**src/rtl/intr_pkg.sv**
```systemverilog
// Shared definitions for the interrupt controller: FSM encoding, register map
// and field positions.
package intr_pkg;

  typedef enum logic [1:0] {
    ST_IDLE    = 2'd0,
    ST_ASSERT  = 2'd1,
    ST_SERVICE = 2'd2
  } state_e;

  localparam logic [1:0] ADDR_CTRL = 2'd0;
  localparam logic [1:0] ADDR_PEND = 2'd1;
  localparam logic [1:0] ADDR_MODE = 2'd2;
  localparam logic [1:0] ADDR_VEC  = 2'd3;

  localparam int GEN_BIT = 8;
  localparam int VEC_W   = 3;

endpackage

```
**src/rtl/intr_prio_enc.sv**
```systemverilog
// Lowest-index-first priority encoder; index 0 is the most urgent request.
module intr_prio_enc
  import intr_pkg::*;
#(
  parameter int N_SRC = 6
) (
  input  logic [N_SRC-1:0] req,
  output logic             valid,
  output logic [VEC_W-1:0] id
);

  // NOTE: every output of a combinational block gets a default first, so no
  // path through the block can leave it unassigned and infer a latch.
  always_comb begin
    id = '0;
    // Scan from the top down so the lowest set index is the last one written.
    for (int i = N_SRC - 1; i >= 0; i--) begin
      if (req[i]) id = VEC_W'(i);
    end
  end

  assign valid = |req;

endmodule

```
**src/rtl/intr_ctrl.sv**
```systemverilog
// Interrupt controller: samples device IRQs, latches edge events, masks and
// prioritises them, and runs the assert/ack/EOI handshake with the CPU.
module intr_ctrl
  import intr_pkg::*;
#(
  parameter int N_SRC = 6
) (
  input  logic             clk,
  input  logic             clr,
  input  logic [1:0]       addr,
  input  logic             WE,
  input  logic [31:0]      Din,
  output logic [31:0]      Dout,
  input  logic [N_SRC-1:0] irq_in,
  output logic             irq_out,
  output logic [VEC_W-1:0] vec,
  input  logic             ack
);

  logic [N_SRC-1:0] sync_q, sync_d;
  logic [N_SRC-1:0] prev_q, prev_d;
  logic [N_SRC-1:0] mask_q, mask_d;
  logic [N_SRC-1:0] mode_q, mode_d;
  logic [N_SRC-1:0] edge_pend_q, edge_pend_d;
  logic             gen_q, gen_d;
  state_e           state_q, state_d;
  logic [VEC_W-1:0] vec_q, vec_d;

  logic [N_SRC-1:0] rise;
  logic [N_SRC-1:0] pending;
  logic [N_SRC-1:0] eligible;
  logic [N_SRC-1:0] ack_clr;
  logic [N_SRC-1:0] pend_clr;
  logic             enc_valid;
  logic [VEC_W-1:0] enc_id;
  logic             wr_ctrl, wr_pend, wr_mode, wr_vec;
  logic             ack_take;
  logic             unused_din;

  assign wr_ctrl = WE && (addr == ADDR_CTRL);
  assign wr_pend = WE && (addr == ADDR_PEND);
  assign wr_mode = WE && (addr == ADDR_MODE);
  assign wr_vec  = WE && (addr == ADDR_VEC);

  // Only the low byte and the gen bit of Din carry register fields.
  assign unused_din = ^Din;

  assign sync_d = irq_in;
  assign prev_d = sync_q;
  assign rise   = sync_q & ~prev_q;

  always_comb begin
    mask_d = mask_q;
    gen_d  = gen_q;
    mode_d = mode_q;
    if (wr_ctrl) begin
      mask_d = Din[N_SRC-1:0];
      gen_d  = Din[GEN_BIT];
    end
    if (wr_mode) mode_d = Din[N_SRC-1:0];
  end

  // An acknowledge consumes the edge event of the source being serviced.
  assign ack_take = ack && (state_q == ST_ASSERT);

  always_comb begin
    ack_clr = '0;
    for (int i = 0; i < N_SRC; i++) begin
      if (ack_take && (vec_q == VEC_W'(i))) ack_clr[i] = 1'b1;
    end
  end

  assign pend_clr = (wr_pend ? Din[N_SRC-1:0] : '0) | ack_clr;

  // A new rising edge wins over a clear in the same cycle; level-mode lanes
  // are held at zero so no stale event survives a mode change.
  assign edge_pend_d = ((edge_pend_q & ~pend_clr) | rise) & mode_q;

  assign pending  = (mode_q & edge_pend_q) | (~mode_q & sync_q);
  assign eligible = pending & mask_q & {N_SRC{gen_q}};

  intr_prio_enc #(
    .N_SRC (N_SRC)
  ) u_prio_enc (
    .req   (eligible),
    .valid (enc_valid),
    .id    (enc_id)
  );

  always_comb begin
    state_d = state_q;
    vec_d   = vec_q;
    case (state_q)
      ST_IDLE: begin
        if (enc_valid) begin
          state_d = ST_ASSERT;
          vec_d   = enc_id;
        end
      end
      ST_ASSERT: begin
        // vec tracks the best request until the CPU takes it, then freezes.
        if (ack) begin
          state_d = ST_SERVICE;
        end else if (!enc_valid) begin
          state_d = ST_IDLE;
        end else begin
          vec_d = enc_id;
        end
      end
      ST_SERVICE: begin
        if (wr_vec) state_d = ST_IDLE;
      end
      default: state_d = ST_IDLE;
    endcase
  end

  // NOTE: sequential state uses non-blocking assignments so every flop samples
  // the values from before the edge, independent of statement order.
  always_ff @(posedge clk or negedge clr) begin
    if (!clr) begin
      sync_q      <= '0;
      prev_q      <= '0;
      mask_q      <= '0;
      mode_q      <= '0;
      edge_pend_q <= '0;
      gen_q       <= 1'b0;
      state_q     <= ST_IDLE;
      vec_q       <= '0;
    end else begin
      sync_q      <= sync_d;
      prev_q      <= prev_d;
      mask_q      <= mask_d;
      mode_q      <= mode_d;
      edge_pend_q <= edge_pend_d;
      gen_q       <= gen_d;
      state_q     <= state_d;
      vec_q       <= vec_d;
    end
  end

  assign irq_out = (state_q == ST_ASSERT);
  assign vec     = vec_q;

  always_comb begin
    Dout = '0;
    case (addr)
      ADDR_CTRL: begin
        Dout          = 32'(mask_q);
        Dout[GEN_BIT] = gen_q;
      end
      ADDR_PEND: Dout = 32'(pending);
      ADDR_MODE: Dout = 32'(mode_q);
      ADDR_VEC: begin
        Dout[31:30]      = state_q;
        Dout[VEC_W-1:0]  = vec_q;
      end
      default: Dout = '0;
    endcase
  end

endmodule

```
**config.mk**
```make
export PLATFORM = sky130hd
export DESIGN_NAME = intr_ctrl
export DESIGN_NICKNAME = d
export VERILOG_FILES = /design/src/rtl/intr_pkg.sv /design/src/rtl/intr_prio_enc.sv /design/src/rtl/intr_ctrl.sv
export SDC_FILE = /design/constraint.sdc
export NUM_CORES = 1
export LEC_CHECK = 0
export ABC_AREA = 1
export CAP_MARGIN = 20
export CORE_AREA = 2 2 63 77
export DETAILED_ROUTE_END_ITERATION = 12
export DIE_AREA = 0 0 65 79
export PLACE_DENSITY = 0.84
export SETUP_SLACK_MARGIN = 0.4
export SLEW_MARGIN = 20
export SYNTH_ARGS = -nofsm -noshare
export SYNTH_HDL_FRONTEND = slang
export SYNTH_HIERARCHICAL = 1
export SYNTH_SLANG_ARGS = --single-unit
```
**constraint.sdc**
```tcl
create_clock -name clk -period 3.4 [get_ports clk]
set_input_delay 0.68 -clock clk [delete_from_list [all_inputs] [get_ports clk]]
set_output_delay 0.68 -clock clk [all_outputs]
set_load 0.005 [all_outputs]
```
### Yosys cells after proc, flatten, opt, wreduce, memory -nomap -nowiden

Index checks and enable logic that the tools add are counted.

| operators by class | value |
|---|---|
| add/subtract/negate cells | 0 |
| multipliers | 0 |
| div/mod/pow operators | 0 |
| order comparisons | 0 |
| equality and inequality tests | 14 |
| shift operators | 0 |
| multiplexer cells | 24 |
| bitwise gates (word level) | 13 |
| reductions and logical operators | 19 |

Operators with widths:

| cell | count |
|---|---|
| $and 6x6->6 | 7 |
| $mux 3 | 8 |
| $not 6->6 | 3 |
| $or 6x6->6 | 3 |
| $pmux 6 s3 | 1 |
| $pmux 3 s4 | 1 |
| $logic_and 1x1->1 | 11 |
| $mux 2 | 4 |
| $eq 2x2->1 const B | 3 |
| $eq 3x2->1 const B | 2 |
| $eq 3x3->1 const B | 2 |
| $mux 1 | 6 |
| $mux 6 | 1 |
| $ne 2x2->1 const B | 3 |
| $pmux 2 s3 | 1 |
| $pmux 3 s2 | 1 |
| $reduce_or 6->1 | 1 |
| $eq 2x1->1 const B | 2 |
| $logic_not 2->1 | 2 |
| $pmux 2 s2 | 1 |
| $eq 3x1->1 const B | 1 |
| $logic_not 3->1 | 1 |
| $ne 3x3->1 const B | 1 |
| $reduce_and 3->1 | 1 |
| 3 further kinds | 3 |

| storage, ports and cells | value |
|---|---|
| register bits after elaboration | 36 |
| latch bits | 0 |
| bits in writable memories | 0 |
| bits in read-only memories | 0 |
| input port bits | 44 |
| output and inout bits | 36 |
| memories kept | 0 |

### Depth between registers and ports, before layout

| logic depth | value |
|---|---|
| depth in word-level cells | 14 |
| mapped depth | 11 |

### By module

The synthesis kept the hierarchy.

Modules (own cells, without submodules):

| module | times used | cells an instance | area an instance (µm²) |
|---|---|---|---|
| intr_ctrl | 1 | 231 | 1939.4 |
| intr_prio_enc | 1 | 15 | 72.6 |

### Worst setup path before layout

Ideal clock, no wire load.

| timing path | value |
|---|---|
| path type | input -> output |
| start point | input port addr[0] |
| end point | output port Dout[0] |
| arrival | 1274 ps |
| required time | 2720 ps |
| slack | 1446 ps |
| stages | 5 |
| path buffers | 1 |
| cells stage by stage | buf_4 -> clkinv_4 -> nor2_2 -> o211ai_1 -> nand3b_1 |

| on the way | value |
|---|---|
| longest elaborated chain between the ends | 2 |

Ends and longest elaborated chain:

| item | line | source |
|---|---|---|
| start: declaration | intr_ctrl.sv:10 | `input logic [1:0] addr,` |
| $eq 2x2->1, or another cell as far along | intr_ctrl.sv:146 | `case (addr)` |
| $pmux 3 s4 * | intr_ctrl.sv:146 |  |
| end: declaration | intr_ctrl.sv:13 | `output logic [31:0] Dout,` |

Every way passes the cells marked *; elsewhere a longest branch is shown, timed or not.

### Final worst setup path

| timing path | value |
|---|---|
| start point | input port addr[0] |
| end point | output port Dout[2] |

The elaborated chain is that of the path after synthesis.

==> key figures <==
Status
  • Status: finished clean

STA
  • Worst-margin pin slew: between 0.5 and 0.6 ns
  • Final TNS setup: 0 ns
  • Setup ws final: between 0.5 and 0.6 ns
  • Clock skew: approximately 0.0032 ns
  • Pins Over Slew Limit: 0
  • Setup-failing EPs final: 0
  • Post-layout minimum cycle time: about 2.8 ns
  • Final Hold Violating Endpoints: 0
  • Max frequency: ~0.35 GHz
  • Relative slew margins: 65.1%
  • Final worst-path cycle share: between 80% and 90%
  • RSZ-0062 raised after global routing: false

Critical path
  • Cell family with most CP delay: buffers and inverters
  • Worst EP required: ~2.7 ns
  • Setup CP Type: primary input to output port
  • CP bufs+invs: 3
  • Worst path cell trace: dlygate4sd2_1 > clkinv_4 > nor2_4 > o211ai_1 > nand3b_1 > clkdlybuf4s50_1
  • Crit path DAT: around 2.2 ns
  • Worst Setup Start Kind: primary input
  • Max stage delay on crit path: about 0.51 ns
  • CP max FO: 7
  • CP endpoint kind: output port
  • Crit-path slowest cell: clkdlybuf4s50_1
  • R2r setup slk: roughly 1.7 ns

Clocking
  • Clock Latency Late Sink: between 0.2 and 0.3 ns
  • Num CTS Buffers: 5
  • Post-cts sizing count: 4
  • Clock-pin slew on the worst setup and hold paths: 0.06 ns
  • Setup bufs post-CTS: 0
  • # H-tree levels: 2
  • CTS tree: built
  • Root buf cell: clkbuf_8
  • Maximum root-to-sink buffer count: 2
  • Sinks on Clock Net: 36
  • Hold buffer count at cts: 0

Final layout
  • Fillers: around 430
  • Area delta synth->final: 18.2%
  • Share of cells above drive strength 1: between 10% and 20%
  • FF/Latch Area: ~900 um2
  • Multi-input logic area: 836 um2
  • Diodes inserted: 0
  • Final Util: a little over half
  • Cell Count, Final, Fillers Out: approximately 340
  • Final net count: 325

Yosys
  • Synth area leader: dfrtp_1
  • Ys async rst share: 100%
  • Post-synth top cells: nand2_1, nor2_1, dfrtp_1
  • Post-synth top area share: between 40% and 50%
  • Main synth FF type: dfrtp_1
  • Avg Synthesized Cell Area: about 8.2 um2
  • Yosys warnings: 6
  • EDFF count, synth: 0
  • Sequential area share after synthesis: 44.8%
  • Distinct cell type count after synthesis: 29
  • Synthesized cell area: approximately 2000 um2
  • Most frequent cell after synthesis: nand2_1
  • Synthesized instance count: around 250
  • Synth top area cells: dfrtp_1, buf_4, nand2_1
  • FF+latch count, synth: 36

Power and ir drop
  • LEAKAGE: ~1.1 nW
  • Pwr dens: ~530 nW/um2
  • Maximum VDD drop: 0.248 mV

GRT
  • Number of global-route vias before repair: approximately 1,500
  • First-pass GRT wire length: slightly below 7000 um
  • Overflow after GRT: 0
  • Largest net degree at the start of global routing: 37
  • Initial antenna violation count: 0
  • GR Util met1: around 20%
  • Busiest grt layer: met2
  • GR Util met3: roughly 3.1%
  • GR Util met2: 31.0%
  • Tot GR Track Use: approximately 18%

Placed design
  • Port Buffers: 31
  • Routability-driven placement congestion ratio: around 0.84
  • Pre-CTS setup slack: slightly below 0.2 ns
  • Hpwl dp: ~3000 um
  • DP Cell Count: 332

Hold path
  • HP Class: flop to flop

Drt
  • Wire per inst: around 12 um
  • DRC: 0
  • DRT Wirelength: roughly 4100 um
  • Antenna Violating Nets Remaining: 0
  • DR pass1 iterations: 4
  • Vias: roughly 1,600
  • DR vias/cell: slightly below 5
  • Starting DRT DRC Count: between 60 and 70

Floorplan
  • Initial core utilization: a little under half
  • Die ar.: a little over 5000 um2
  • Die width: around 65 um
  • IO Count: 80
  • Core Region: between 4000 and 5000 um2
  • Row count: 27
  • Die Span Y: slightly below 80 um

Job
  • Max-cap viol count: 0
[area by class of cell]
type / instances / share of cell area [%]
tap: 58 / 3.05
clock buffer: 7 / 4.05
multi-input combinational: 168 / 35.2
timing repair buffer: 33 / 13.6
sequential: 36 / 37.9
inverter: 37 / 6.26
[stage by stage]
step                hold slack (ns)  total power [W]  area [um2]
floorplan                     0.354         0.000787        2090
global placement              0.359         0.000915        2280
detailed placement            0.365         0.000927        2280
CTS                           0.380          0.00125        2380
global route                  0.390          0.00133        2380
finish                        0.376          0.00125        2380
[cell families (layout without fill, tap and decap cells)]
logic type,Yosys count,in the layout,share of synthesized area (%)
AO/OA/AOI/OAI,34,34,11.1
AND/OR/NAND/NOR,111,111,25.7
other,1,23,0.186
buffers and inverters,64,77,18.2
flip-flops,36,36,44.8
[per-layer routing]
layer	vias to the layer above	share of wire [%]
met3	8	4.9
met1	773	40
li1	798	-
met2	53	52
met5	-	0
met4	0	2.3
[worst paths after layout]
path                       startpoint        end  cells past startpoint
min                         prev_d[3]  prev_q[3]                      0
min reg2reg                 prev_d[3]  prev_q[3]                      0
max reg2reg                 mode_q[2]     vec[1]                      9
max                           addr[0]    Dout[2]                      6
min in group asynchronous         clr  mask_q[0]                      2
max in group asynchronous         clr  mask_q[3]                      2
[state kept, by name, summed over array words and instances, names as in the netlist]
signal       flops
edge_pend_q      6
prev_q           6
mask_q           6
gen_q            1
vec              3
state_q          2
mode_q           6
prev_d           6
[cell usage in the layout, fill, tap and decap left out, drive strengths merged, types with 2 or more instances in the layout]
| cell | Yosys | final |
|---|---|---|
| inv | 36 | 36 |
| dlygate4sd2 | 0 | 2 |
| dfrtp | 36 | 36 |
| clkdlybuf4s50 | 0 | 29 |
| conb | 1 | 23 |
| nand2 | 44 | 44 |
| nor3 | 2 | 2 |
| clkbuf | 0 | 7 |
| a21oi | 3 | 3 |
| nand3 | 13 | 13 |
| nand3b | 3 | 3 |
| nor2 | 40 | 40 |
| o21ai | 18 | 18 |
| nand4 | 6 | 6 |
| o211ai | 8 | 8 |
| o22ai | 4 | 4 |
| buf | 27 | 2 |
| or2 | 3 | 3 |
[power by group]
part / switching, W / internal (W) / total, W / leakage (nW)
clock: 0.000144 / 0.000180 / 0.000325 / 0.0503
sequential: 0.0000569 / 0.000494 / 0.000551 / 0.447
combinational: 0.000203 / 0.000170 / 0.000374 / 0.635
No activity file was read; power rests on OpenSTA's default activity.
